**config.mk**
```make
export PLATFORM = sky130hd
export DESIGN_NAME = vending_change_dispenser
export DESIGN_NICKNAME = d
export VERILOG_FILES = /design/src/rtl/vending_pkg.sv /design/src/rtl/vending_change_dispenser.sv
export SDC_FILE = /design/constraint.sdc
export NUM_CORES = 1
export LEC_CHECK = 0
export CELL_PAD_IN_SITES_DETAIL_PLACEMENT = 0
export CELL_PAD_IN_SITES_GLOBAL_PLACEMENT = 1
export CORE_MARGIN = 2
export CORE_UTILIZATION = 35
export CTS_CLUSTER_SIZE = 8
export DETAILED_ROUTE_END_ITERATION = 10
export PLACE_DENSITY = 0.85
export RECOVER_POWER = 25
export SYNTH_ARGS = -nofsm -noshare
export SYNTH_HDL_FRONTEND = slang
export SYNTH_SLANG_ARGS = --single-unit
```
**constraint.sdc**
```tcl
create_clock -name clk -period 2.1 [get_ports clk]
set_clock_uncertainty 0.1 [all_clocks]
set_input_delay 0.42 -clock clk [delete_from_list [all_inputs] [get_ports clk]]
set_output_delay 0.42 -clock clk [all_outputs]
set_load 0.1 [all_outputs]
```
**src/rtl/vending_pkg.sv**
```systemverilog
// Shared constants for the vending change dispenser: FSM state encoding and
// coin values expressed in 25 kr units.
package vending_pkg;

    localparam logic [2:0] S_IDLE   = 3'd0;
    localparam logic [2:0] S_CALC   = 3'd1;
    localparam logic [2:0] S_SELECT = 3'd2;
    localparam logic [2:0] S_EJ50   = 3'd3;
    localparam logic [2:0] S_EJ25   = 3'd4;
    localparam logic [2:0] S_DONE   = 3'd5;
    localparam logic [2:0] S_FAIL   = 3'd6;

    localparam int unsigned COIN_25 = 1;
    localparam int unsigned COIN_50 = 2;

endpackage

```
**src/rtl/vending_change_dispenser.sv**
```systemverilog
// Change dispenser: latches credit/price, then pays out the difference one coin
// at a time, preferring 50 kr coins while that hopper has stock.
//
// state  | meaning
// IDLE   | waiting for start; credit and price latched on start
// CALC   | compare credit with price, load remaining change
// SELECT | choose next coin (50 if possible, else 25) or finish
// EJ50   | request one 50 kr coin until hopper_ack
// EJ25   | request one 25 kr coin until hopper_ack
// DONE   | one-cycle done pulse
// FAIL   | one-cycle error pulse, credit was short
module vending_change_dispenser
    import vending_pkg::*;
#(
    parameter int W = 4
) (
    input  logic         clk,
    input  logic         reset,
    input  logic         start,
    input  logic [W-1:0] credit,
    input  logic [W-1:0] price,
    input  logic         stock_50_empty,
    input  logic         hopper_ack,
    output logic         coin_25_out,
    output logic         coin_50_out,
    output logic         busy,
    output logic         done,
    output logic         error
);

    localparam logic [W-1:0] C25 = W'(COIN_25);
    localparam logic [W-1:0] C50 = W'(COIN_50);

    logic [2:0]   state_q, state_d;
    logic [W-1:0] credit_q, credit_d;
    logic [W-1:0] price_q, price_d;
    logic [W-1:0] remaining_q, remaining_d;

    always_ff @(posedge clk or negedge reset) begin
        if (!reset) begin
            state_q     <= S_IDLE;
            credit_q    <= '0;
            price_q     <= '0;
            remaining_q <= '0;
        end else begin
            state_q     <= state_d;
            credit_q    <= credit_d;
            price_q     <= price_d;
            remaining_q <= remaining_d;
        end
    end

    always_comb begin
        state_d     = state_q;
        credit_d    = credit_q;
        price_d     = price_q;
        remaining_d = remaining_q;
        case (state_q)
            S_IDLE: begin
                if (start) begin
                    credit_d = credit;
                    price_d  = price;
                    state_d  = S_CALC;
                end
            end
            S_CALC: begin
                if (credit_q < price_q) begin
                    state_d = S_FAIL;
                end else begin
                    remaining_d = credit_q - price_q;
                    state_d     = S_SELECT;
                end
            end
            S_SELECT: begin
                // An empty 50 hopper falls back to 25s for the whole remainder.
                if (remaining_q >= C50 && !stock_50_empty) begin
                    state_d = S_EJ50;
                end else if (remaining_q >= C25) begin
                    state_d = S_EJ25;
                end else begin
                    state_d = S_DONE;
                end
            end
            S_EJ50: begin
                if (hopper_ack) begin
                    remaining_d = remaining_q - C50;
                    state_d     = S_SELECT;
                end
            end
            S_EJ25: begin
                if (hopper_ack) begin
                    remaining_d = remaining_q - C25;
                    state_d     = S_SELECT;
                end
            end
            S_DONE:  state_d = S_IDLE;
            S_FAIL:  state_d = S_IDLE;
            default: state_d = S_IDLE;
        endcase
    end

    // Moore outputs: reset forces IDLE, which clears every output at once.
    always_comb begin
        coin_25_out = (state_q == S_EJ25);
        coin_50_out = (state_q == S_EJ50);
        busy        = (state_q != S_IDLE);
        done        = (state_q == S_DONE);
        error       = (state_q == S_FAIL);
    end

endmodule

```
==> reports/metrics.yaml <==
num_rows: 19
cts_tree: "done"
holdCritStartpoint: "price_q[0]$_DFFE_PN0P_"
startpoint: "credit_q[0]$_DFFE_PN0P_"
ys_warn_count: 0
synth-edff-count: 0
worstSetupEndpointType: "flop"
slowest_delay_ps: 340
switching_share: 0.4733
cts_buffers: 3
sequentialPowerShare: 0.238
grt_pass1_wl_mm: 3.498
drive_above_1_share: 0.2422
dp_hpwl_mm: 1.650
synth_area_mm2: 0.001003
syn_avg_cell_area_um2: 9.742
fin_crit_ps: 2004
grtUsageMet3: 0.02948
met2_usage: 0.2451
dieWidth_um: 57.55
first_iter_violations: 13
ir_worst_vdd_v: 0.0008561
die-area_mm2: 0.003311
min_period_over_period: 0.9544
firstDrtPassIters: 4
synth_top_area_frac: 0.3741
nets: 152
ys_top_cells_by_area: "dfrtp_1 (37%), ha_1 (11%), inv_1 (4.1%)"
htreeDepth: 1
postRouteAntennaNets: 0
cp.arrival_ps: 2080
preCtsSetupSlack_ps: -52.97
grt_pass1_vias: 838
setup_slack_ps: 95.86
syn_nets: 126
synthCells: 103
hold_buffers: 0
worstMarginPinSlew_ps: 855.8
ys_seq_area_frac: 0.3741
setup_viol: 0
vias: 833
cellLeakagePower_nw: 0.5915
yosysMostFrequentCell: "dfrtp_1"
start_util: 0.3670
power.switching_mw: 1.087
ys_ff_latch: 15
power_density_mw_per_mm2: 1703
hold_path_class: "reg -> reg"
timing.fmax_ghz: 0.4990
startpoint_type: "flop"
area_growth_pct: 34.41
drv_slew: 0
yosys_most_used_dff: "dfrtp_1"
portBuffers: 17
grt_max_degree: 16
clkTransAtPathRegs_ps: 90
status: "complete, no violations"
clock-sinks: 15
intPower_mw: 1.210
rsz0062_at_grt: "true"
die_h_um: 57.55
synthTopCellsByCount: "dfrtp_1 (15), inv_1 (11), ha_1 (9), nand2_1 (9), o21ai_0 (7)"
clock_latency_ps: 280
critical-path-slowest-cell: "dfrtp_1"
cts-root-buf: "clkbuf_4"
utilization: 0.4934
grt.total_usage: 0.1357
io_pins: 18
place_inst: 154
diodes: 0
drv_cap: 0
r2r-start: "credit_q[0]$_DFFE_PN0P_"
required_ps: 2180
combPwrFrac: 0.691
busiest_layer: "met2"
drc: 0
cts_buffer_depth: 2
crit_type: "reg -> reg"
fin_cells: 159
synthArstFlopShare: 1.000
use_met1: 0.1598
core-area_mm2: 0.002734
yosysTopAreaCell: "dfrtp_1"
timing.hold.ws_ps: 426.5
crit_chain: "inv_1 > ha_2 > fa_2 > nand2b_4 > o2bb2ai_2 > o211ai_4 > o211ai_1 > a22o_1"
relSlewSlack: 0.4295
wirelength_mm: 2.085
crit_path_max_fanout: 7
antenna_found_initial: 0
route.detailed.wl_per_inst_um: 13.11
gp_congestion: 0.7184
synthDistinctLibCells: 41
grt_remaining_overflow: 0
p_clk_frac: 0.071
hold_viol_final: 0
vias_per_cell: 5.239
[worst paths after layout]
path	slack [ps]	cells after the start	to
setup reg to reg	100	8	remaining_q[0]$_DFFE_PN0P_
min in group asynchronous	650	2	remaining_q[0]$_DFFE_PN0P_
setup / recovery	100	8	remaining_q[0]$_DFFE_PN0P_
hold reg to reg	430	1	price_q[0]$_DFFE_PN0P_
hold / removal	430	1	price_q[0]$_DFFE_PN0P_
max in group asynchronous	720	2	price_q[2]$_DFFE_PN0P_
[area by class of cell]
cell class,instances,area [um2]
repair buffers,24,269.0
inverters,12,50.05
multi-input cells,73,589.3
clock buffers,4,26.28
flip-flops and latches,15,375.4
well taps,31,38.79
fillers,269,1385
[per-stage QoR]
stage / power (mW) / cell area, um2 / setup TNS [ps]
floorplan: 1.621 / 1011 / -199.5
global placement: 2.010 / 1294 / 0
detailed placement: 2.048 / 1294 / -118.2
CTS: 2.257 / 1333 / 0
global route: 2.488 / 1349 / -30.75
finish: 2.297 / 1349 / 0
[worst max-delay path: cells and delay by family, from the launching register on]
kind / cells / cell delay [ps]
adder cells (fa/ha/maj): 2 / 530
AND/OR/NAND/NOR: 1 / 150
flip-flops: 1 / 340
AO/OA/AOI/OAI: 4 / 730
buffers and inverters: 1 / 60
[metal layers]
layer / up-vias / part of all wire
li1: 419 / -
met1: 395 / 0.45
met2: 16 / 0.50
met3: 3 / 0.039
met4: 0 / 0.011
met5: - / 0
[cells in the final DEF (no fill, tap or decap), types with 2 or more instances in the layout]
master and n:
buf_12 5, nand3b_1 2, clkbuf_1 2, a21oi_1 3, o221ai_2 2, a211oi_1 2
nor2_2 2, dfrtp_1 15, mux2_2 3, inv_1 11, ha_1 8, clkdlybuf4s50_1 11
nand3_1 2, o21ai_0 7, clkbuf_4 3, nand2_1 9, a22o_1 2, nor2_1 5
buf_4 6
[registers in the layout, summed over array words and instances, names as in the netlist]
name / cells
credit_q: 4
price_q: 4
remaining_q: 4
state_q: 3
[power groups by stage]
stage | Clock [mW] | Sequential [mW] | Combinational (mW)
2_1_floorplan | 0 | 0.513 | 1.11
3_3_place_gp | 0 | 0.538 | 1.47
3_5_place_dp | 0 | 0.549 | 1.50
4_1_cts | 0.169 | 0.544 | 1.54
5_1_grt | 0.189 | 0.567 | 1.73
6_report | 0.164 | 0.546 | 1.59
[logic make-up after synthesis]
kind of cell | share of synthesized area
buffers and inverters | 0.07107
flip-flops | 0.3741
AO/OA/AOI/OAI | 0.2107
multiplexers | 0.03366
adder cells (fa/ha/maj) | 0.1322
XOR/XNOR | 0.01746
AND/OR/NAND/NOR | 0.1609
[what timing repair did]
action,CTS,global route
buffers inserted,0,1
endpoints found under the setup margin,3,4
resized for setup,2,3
pin swaps,1,1
No activity file was read; power rests on OpenSTA's default activity.
